--- config.mk ---
export PLATFORM = sky130hd
export DESIGN_NAME = uart_tx_fifo
export DESIGN_NICKNAME = d
export VERILOG_FILES = /design/src/rtl/uart_tx_fifo_pkg.sv /design/src/rtl/uart_tx_fifo_sync_fifo.sv /design/src/rtl/uart_tx_fifo.sv
export SDC_FILE = /design/constraint.sdc
export NUM_CORES = 1
export LEC_CHECK = 0
export BUFFER_PORTS_ARGS = -buffer_cell sky130_fd_sc_hd__clkbuf_2
export CORE_MARGIN = 2
export CORE_UTILIZATION = 57
export CTS_BUF_LIST = sky130_fd_sc_hd__clkbuf_2 sky130_fd_sc_hd__clkbuf_4 sky130_fd_sc_hd__clkbuf_8
export DETAILED_ROUTE_END_ITERATION = 16
export PLACE_DENSITY_LB_ADDON = 0.25
export SLEW_MARGIN = 20
export SYNTH_ARGS = -nofsm -noshare
export SYNTH_HDL_FRONTEND = slang
export SYNTH_SLANG_ARGS = --single-unit
--- constraint.sdc ---
create_clock -name clk -period 2.6 [get_ports clk]
set_clock_uncertainty 0.2 [all_clocks]
set_input_delay 0.78 -clock clk [delete_from_list [all_inputs] [get_ports clk]]
set_output_delay 0.78 -clock clk [all_outputs]
set_load 0.1 [all_outputs]
--- src/rtl/uart_tx_fifo_pkg.sv ---
// Shared UART definitions: drain FSM encoding and the serial bit-time constant
// used by uart_rx/uart_tx alongside this buffer.
package uart_tx_fifo_pkg;

    localparam int CLKS_PER_BIT = 32'd2604;

    typedef enum logic [1:0] {
        IDLE  = 2'd0,
        ISSUE = 2'd1,
        HOLD  = 2'd2
    } drain_state_t;

endpackage

--- src/rtl/uart_tx_fifo_sync_fifo.sv ---
// Generic synchronous FIFO: storage array, wrapping pointers and a registered
// occupancy count with full/empty flags derived from it.
module sync_fifo #(
    parameter  int WIDTH = 8,
    parameter  int DEPTH = 16,
    localparam int AW    = $clog2(DEPTH)
) (
    input  logic             clk,
    input  logic             rst_n,
    input  logic             wr_en,
    input  logic [WIDTH-1:0] wr_data,
    input  logic             rd_en,
    output logic [WIDTH-1:0] rd_data,
    output logic [AW:0]      count,
    output logic             full,
    output logic             empty
);

    localparam logic [AW:0] FULL_CNT = (AW+1)'(DEPTH);

    logic [WIDTH-1:0] mem_r [DEPTH];
    logic [AW-1:0]    wr_ptr_r;
    logic [AW-1:0]    rd_ptr_r;
    logic [AW:0]      count_r;
    logic [AW:0]      count_nxt_s;
    logic             full_r;
    logic             empty_r;
    logic             wr_acc_s;
    logic             rd_acc_s;

    // A write into a full FIFO or a read from an empty one is simply ignored.
    assign wr_acc_s = wr_en && !full_r;
    assign rd_acc_s = rd_en && !empty_r;

    // Next occupancy from the accepted write/read pair.
    always_comb begin
        count_nxt_s = count_r;
        case ({wr_acc_s, rd_acc_s})
            2'b10:   count_nxt_s = count_r + (AW+1)'(1);
            2'b01:   count_nxt_s = count_r - (AW+1)'(1);
            default: count_nxt_s = count_r;
        endcase
    end

    // Pointers, count and flags; pointers wrap naturally since DEPTH is 2^AW.
    always_ff @(posedge clk or negedge rst_n) begin
        if (!rst_n) begin
            wr_ptr_r <= '0;
            rd_ptr_r <= '0;
            count_r  <= '0;
            full_r   <= 1'b0;
            empty_r  <= 1'b1;
        end else begin
            if (wr_acc_s) begin
                wr_ptr_r <= wr_ptr_r + AW'(1);
            end
            if (rd_acc_s) begin
                rd_ptr_r <= rd_ptr_r + AW'(1);
            end
            count_r <= count_nxt_s;
            full_r  <= (count_nxt_s == FULL_CNT);
            empty_r <= (count_nxt_s == (AW+1)'(0));
        end
    end

    // Storage array; deliberately not reset.
    always_ff @(posedge clk) begin
        if (wr_acc_s) begin
            mem_r[wr_ptr_r] <= wr_data;
        end
    end

    assign rd_data = mem_r[rd_ptr_r];
    assign count   = count_r;
    assign full    = full_r;
    assign empty   = empty_r;

endmodule

--- src/rtl/uart_tx_fifo.sv ---
// Transmit byte buffer between CPU writes and the uart_tx serialiser; drains
// one byte per uart_tx empty indication via a three-state load FSM.
module uart_tx_fifo
    import uart_tx_fifo_pkg::*;
#(
    parameter  int DEPTH = 16,
    localparam int AW    = $clog2(DEPTH)
) (
    input  logic        clk,
    input  logic        rst_n,
    input  logic        we,
    input  logic [7:0]  din,
    output logic        full,
    output logic        empty,
    output logic [AW:0] count,
    output logic        overflow,
    input  logic        clr_ovf,
    output logic        tx_we,
    output logic [7:0]  tx_din,
    input  logic        tx_empty,
    output logic        idle
);

    drain_state_t state_r;
    logic         tx_we_r;
    logic [7:0]   tx_din_r;
    logic         overflow_r;
    logic         pop_s;
    logic [7:0]   rd_data_s;
    logic         fifo_full_s;
    logic         fifo_empty_s;
    logic [AW:0]  fifo_count_s;

    sync_fifo #(
        .WIDTH (8),
        .DEPTH (DEPTH)
    ) u_fifo (
        .clk     (clk),
        .rst_n   (rst_n),
        .wr_en   (we),
        .wr_data (din),
        .rd_en   (pop_s),
        .rd_data (rd_data_s),
        .count   (fifo_count_s),
        .full    (fifo_full_s),
        .empty   (fifo_empty_s)
    );

    assign pop_s = (state_r == IDLE) && !fifo_empty_s && tx_empty;

    // Drain FSM: load one byte, drop the strobe, then a guard cycle while uart_tx updates empty.
    always_ff @(posedge clk or negedge rst_n) begin
        if (!rst_n) begin
            state_r  <= IDLE;
            tx_we_r  <= 1'b0;
            tx_din_r <= 8'h00;
        end else begin
            case (state_r)
                IDLE: begin
                    if (pop_s) begin
                        tx_we_r  <= 1'b1;
                        tx_din_r <= rd_data_s;
                        state_r  <= ISSUE;
                    end else begin
                        tx_we_r  <= 1'b0;
                    end
                end
                ISSUE: begin
                    tx_we_r <= 1'b0;
                    state_r <= HOLD;
                end
                HOLD: begin
                    tx_we_r <= 1'b0;
                    state_r <= IDLE;
                end
                default: begin
                    tx_we_r <= 1'b0;
                    state_r <= IDLE;
                end
            endcase
        end
    end

    // Sticky overflow; a write hitting a full FIFO beats a same-cycle clear.
    always_ff @(posedge clk or negedge rst_n) begin
        if (!rst_n) begin
            overflow_r <= 1'b0;
        end else if (we && fifo_full_s) begin
            overflow_r <= 1'b1;
        end else if (clr_ovf) begin
            overflow_r <= 1'b0;
        end
    end

    assign full     = fifo_full_s;
    assign empty    = fifo_empty_s;
    assign count    = fifo_count_s;
    assign overflow = overflow_r;
    assign tx_we    = tx_we_r;
    assign tx_din   = tx_din_r;
    assign idle     = fifo_empty_s && tx_empty && (state_r == IDLE);

endmodule

==> flow_metrics.tcl <==
set metrics [dict create \
    worstPathCellList "or4b_4 -> clkinv_8 -> nand2_8 -> xnor2_4 -> ha_4 -> nor2b_2 -> o2111ai_1 -> a21oi_1 -> xor2_1 -> nor3b_2" \
    cts_tree "done" \
    cp_max_fo 4 \
    power.net_switching_w 0.00330 \
    reg2reg_depth 10 \
    status "finished clean" \
    synth_edf_count 128 \
    powerDensity_nw_per_um2 1190 \
    place_area_sq_um 6850 \
    ant_nets 0 \
    max-vdd-ir-drop_mv 0.880 \
    dr_total_vias 3023 \
    cts_buffer_depth 2 \
    p_seq_share_pct 39.8 \
    finalInstanceArea_sq_um 7250 \
    die_w_um 108 \
    rsz0062_at_grt "true" \
    num_rows 38 \
    die_y_um 108 \
    p_leak_nw 2.57 \
    slew_headroom_pct 56.5 \
    ys_ff_latch 155 \
    drtIter0Drc 216 \
    r2r-start "state_r[1]" \
    grt_pass1_vias 3107 \
    p_clk_share_pct 19.7 \
    synth_top_family_by_area "multiplexers" \
    yosysSeqAreaShare_pct 72.7 \
    cp.buffers_inverters 1 \
    netlist_area_sq_um 6220 \
    cts.clk_slew.worst_paths_ns 0.09 \
    synth_ff_type "edfxtp_1" \
    critical_path.max_stage_delay_ns 0.59 \
    crit_slowest_cell "or4b_4" \
    rrSetupSlack_ns 0.04 \
    yosysMostFrequentCell "edfxtp_1" \
    placedCellCount 502 \
    numCtsBuffers 17 \
    top_usage_layer "met2" \
    synth-async-reset-ratio_pct 17.4 \
    cts_hold_buf 0 \
    critPathLaunchType "register" \
    viasPerCell 5.65 \
    final_util_pct 67.5 \
    grt_antenna_before_repair 0 \
    drc 0 \
    grt_util_met1_pct 28.7 \
    synth.area.top_cells "edfxtp_1, mux4_2, dfrtp_1" \
    fin_crit_sh_pct 98.4 \
    htree_levels 4 \
    grt_use_met2_pct 30.4 \
    coreArea_sq_um 10700 \
    synth_simple_gate_area_share_pct 6.14 \
    critical_path_class "register to register" \
    crit_start "state_r[1]" \
    cp_data_required_time_ns 2.76 \
    fin_cells 535 \
    grtUsageTotal_pct 20.1 \
    switching_share_pct 38.3 \
    ios 31 \
    yosysTopAreaCellShare_pct 61.8 \
    met3_usage_pct 5.12 \
    pwr-share-comb_pct 40.5 \
    synth_top_area_cell "edfxtp_1" \
    ff_latch_area_sq_um 4520 \
    avgSynthCellArea_sq_um 19.2 \
    drive_gt1_share_pct 35.7 \
    yosys.area_share.adder_pct 1.41 \
    reg2reg_to "u_fifo.full" \
    hold_viol 0 \
    worstSetupEndpointType "register" \
    p_int_w 0.00533 \
    hold_path.class "input pin to asynchronous set/reset pin" \
    max_freq_mhz 391 \
    worst_pin_slew_ns 0.652 \
    hold_ws_ns 0.142 \
    grt_pass1_wl_mm 17.0 \
    n_antenna_cell 0 \
    mappedNetlistNets 344 \
    synth_warnings 0 \
    synthCells 324 \
    arrival_ns 2.72 \
    dr.pass1.iters 4 \
    grt.overflow.total 0 \
    synth_common_cells "edfxtp_1, mux4_2, nand2_1, dfrtp_1, and2_1" \
    post_drt_wl_per_cell_um 19.6 \
    nets 402 \
    insertion_delay_ns 0.44 \
    grt_max_degree 36 \
    fin_crit_ns 2.56 \
    slew_viol_final 0 \
    tns_ns 0 \
    hpwl_mm 7.17 \
    totalWireLength_mm 10.5 \
    fillers 720 \
    area_growth_pct 16.6 \
    cp_num_cells 10 \
    port_buffers 30 \
    setup_viol 0 \
    synth-compound-area-share_pct 1.19 \
    die_area_sq_um 11800 \
    worstSetupEndpoint "u_fifo.full" \
    routabilityCongestion 0.779 \
    ys_types 36 \
    yosys.area_share.xor_xnor_pct 2.07 \
    multi_input_area_sq_um 1660 \
    cts-root-buf "clkbuf_8" \
    floorplan.initialDensity_pct 57.9 \
    critPathTopFamily "simple AND/OR/NAND/NOR gates" \
    synthMuxAreaShare_pct 14.7 \
    drv_cap 0 \
    clock_sinks 155 \
]
[routing by layer]
metal  wire (um)  share of wire, %  vias to the layer above
li1            -                 -                     1375
met1        4750                45                     1552
met2        5090                49                       83
met3         483               4.6                       13
met4         148               1.4                        0
met5           0                 0                        -
[cell usage in the layout (no fill, tap or decap), types with 3 or more instances in the layout]
cell and n:
xnor2_1 8, inv_1 6, edfxtp_1 128, clkinvlp_4 4
buf_4 15, dfrtp_1 24, buf_12 11, clkbuf_8 17
and2_1 16, nand2_1 34, nor2_1 4, clkbuf_2 29
inv_6 3, nor2b_1 4, xor2_1 3, ha_1 5
nor3_1 3, mux4_2 40
[cell families after synthesis]
| kind of cell | count (synthesis) |
|---|---|
| AOI/OAI and AO/OA | 11 |
| xor gates and xnor gates | 13 |
| adders and majority gates | 7 |
| buffers and inverters | 24 |
| DFF | 155 |
| muxes | 41 |
| and+or+nand+nor | 73 |
[worst reg2reg max path: stages (launching register included)]
cell	delay [ns]
dfrtp_1	0.38
or4b_4	0.59
clkinv_8	0.08
nand2_8	0.05
xnor2_4	0.16
ha_4	0.17
nor2b_2	0.13
o2111ai_1	0.13
a21oi_1	0.17
xor2_1	0.23
nor3b_2	0.20
[flip-flops by register name, summed over array words and instances, names as in the netlist]
signal and count:
u_fifo.mem_r 128, tx_din 8, u_fifo.count 5, u_fifo.rd_ptr_r 4, u_fifo.wr_ptr_r 4, state_r 2
overflow 1, tx_we 1, u_fifo.empty 1, u_fifo.full 1
[through the flow]
step	setup slack (ns)	power [W]
global placement	-0.330	0.00687
finish	0.0418	0.00864
detailed placement	-0.434	0.00695
CTS	0.00313	0.00869
floorplan	-0.294	0.00606
global route	-0.0772	0.00906
[power groups by stage]
stage / registers (W) / logic (W) / clock network (W)
5_1_grt: 0.00349 / 0.00372 / 0.00184
4_1_cts: 0.00345 / 0.00351 / 0.00174
2_1_floorplan: 0.00421 / 0.00184 / 0
3_5_place_dp: 0.00349 / 0.00346 / 0
6_report: 0.00344 / 0.00349 / 0.00170
3_3_place_gp: 0.00347 / 0.00340 / 0
[cell type report]
type | count | area share (%)
tap | 140 | 2.41
sequential | 155 | 62.3
inverter | 8 | 0.586
timing repair buffer | 55 | 6.59
clock inverter | 14 | 1.86
multi-input combinational | 145 | 22.9
clock buffer | 18 | 3.33
[repair_timing]
item                                    4_1_cts  5_1_grt
endpoints found under the setup margin        1        2
gates resized for setup                       2        1
pin swaps                                     3        4
buffers inserted                              0        1
hold endpoints to repair                      0        0
[worst min-delay path by stage]
stage | start | end | slack (ns)
3_3_place_gp | tx_din[5] | tx_din[5] | 0.26
2_1_floorplan | rst_n | overflow | 0.28
3_5_place_dp | tx_din[5] | tx_din[5] | 0.26
5_1_grt | rst_n | tx_din[3] | 0.19
6_report | rst_n | tx_din[3] | 0.14
4_1_cts | rst_n | tx_din[3] | 0.15
Note: power is estimated with default switching activity, not from simulation.
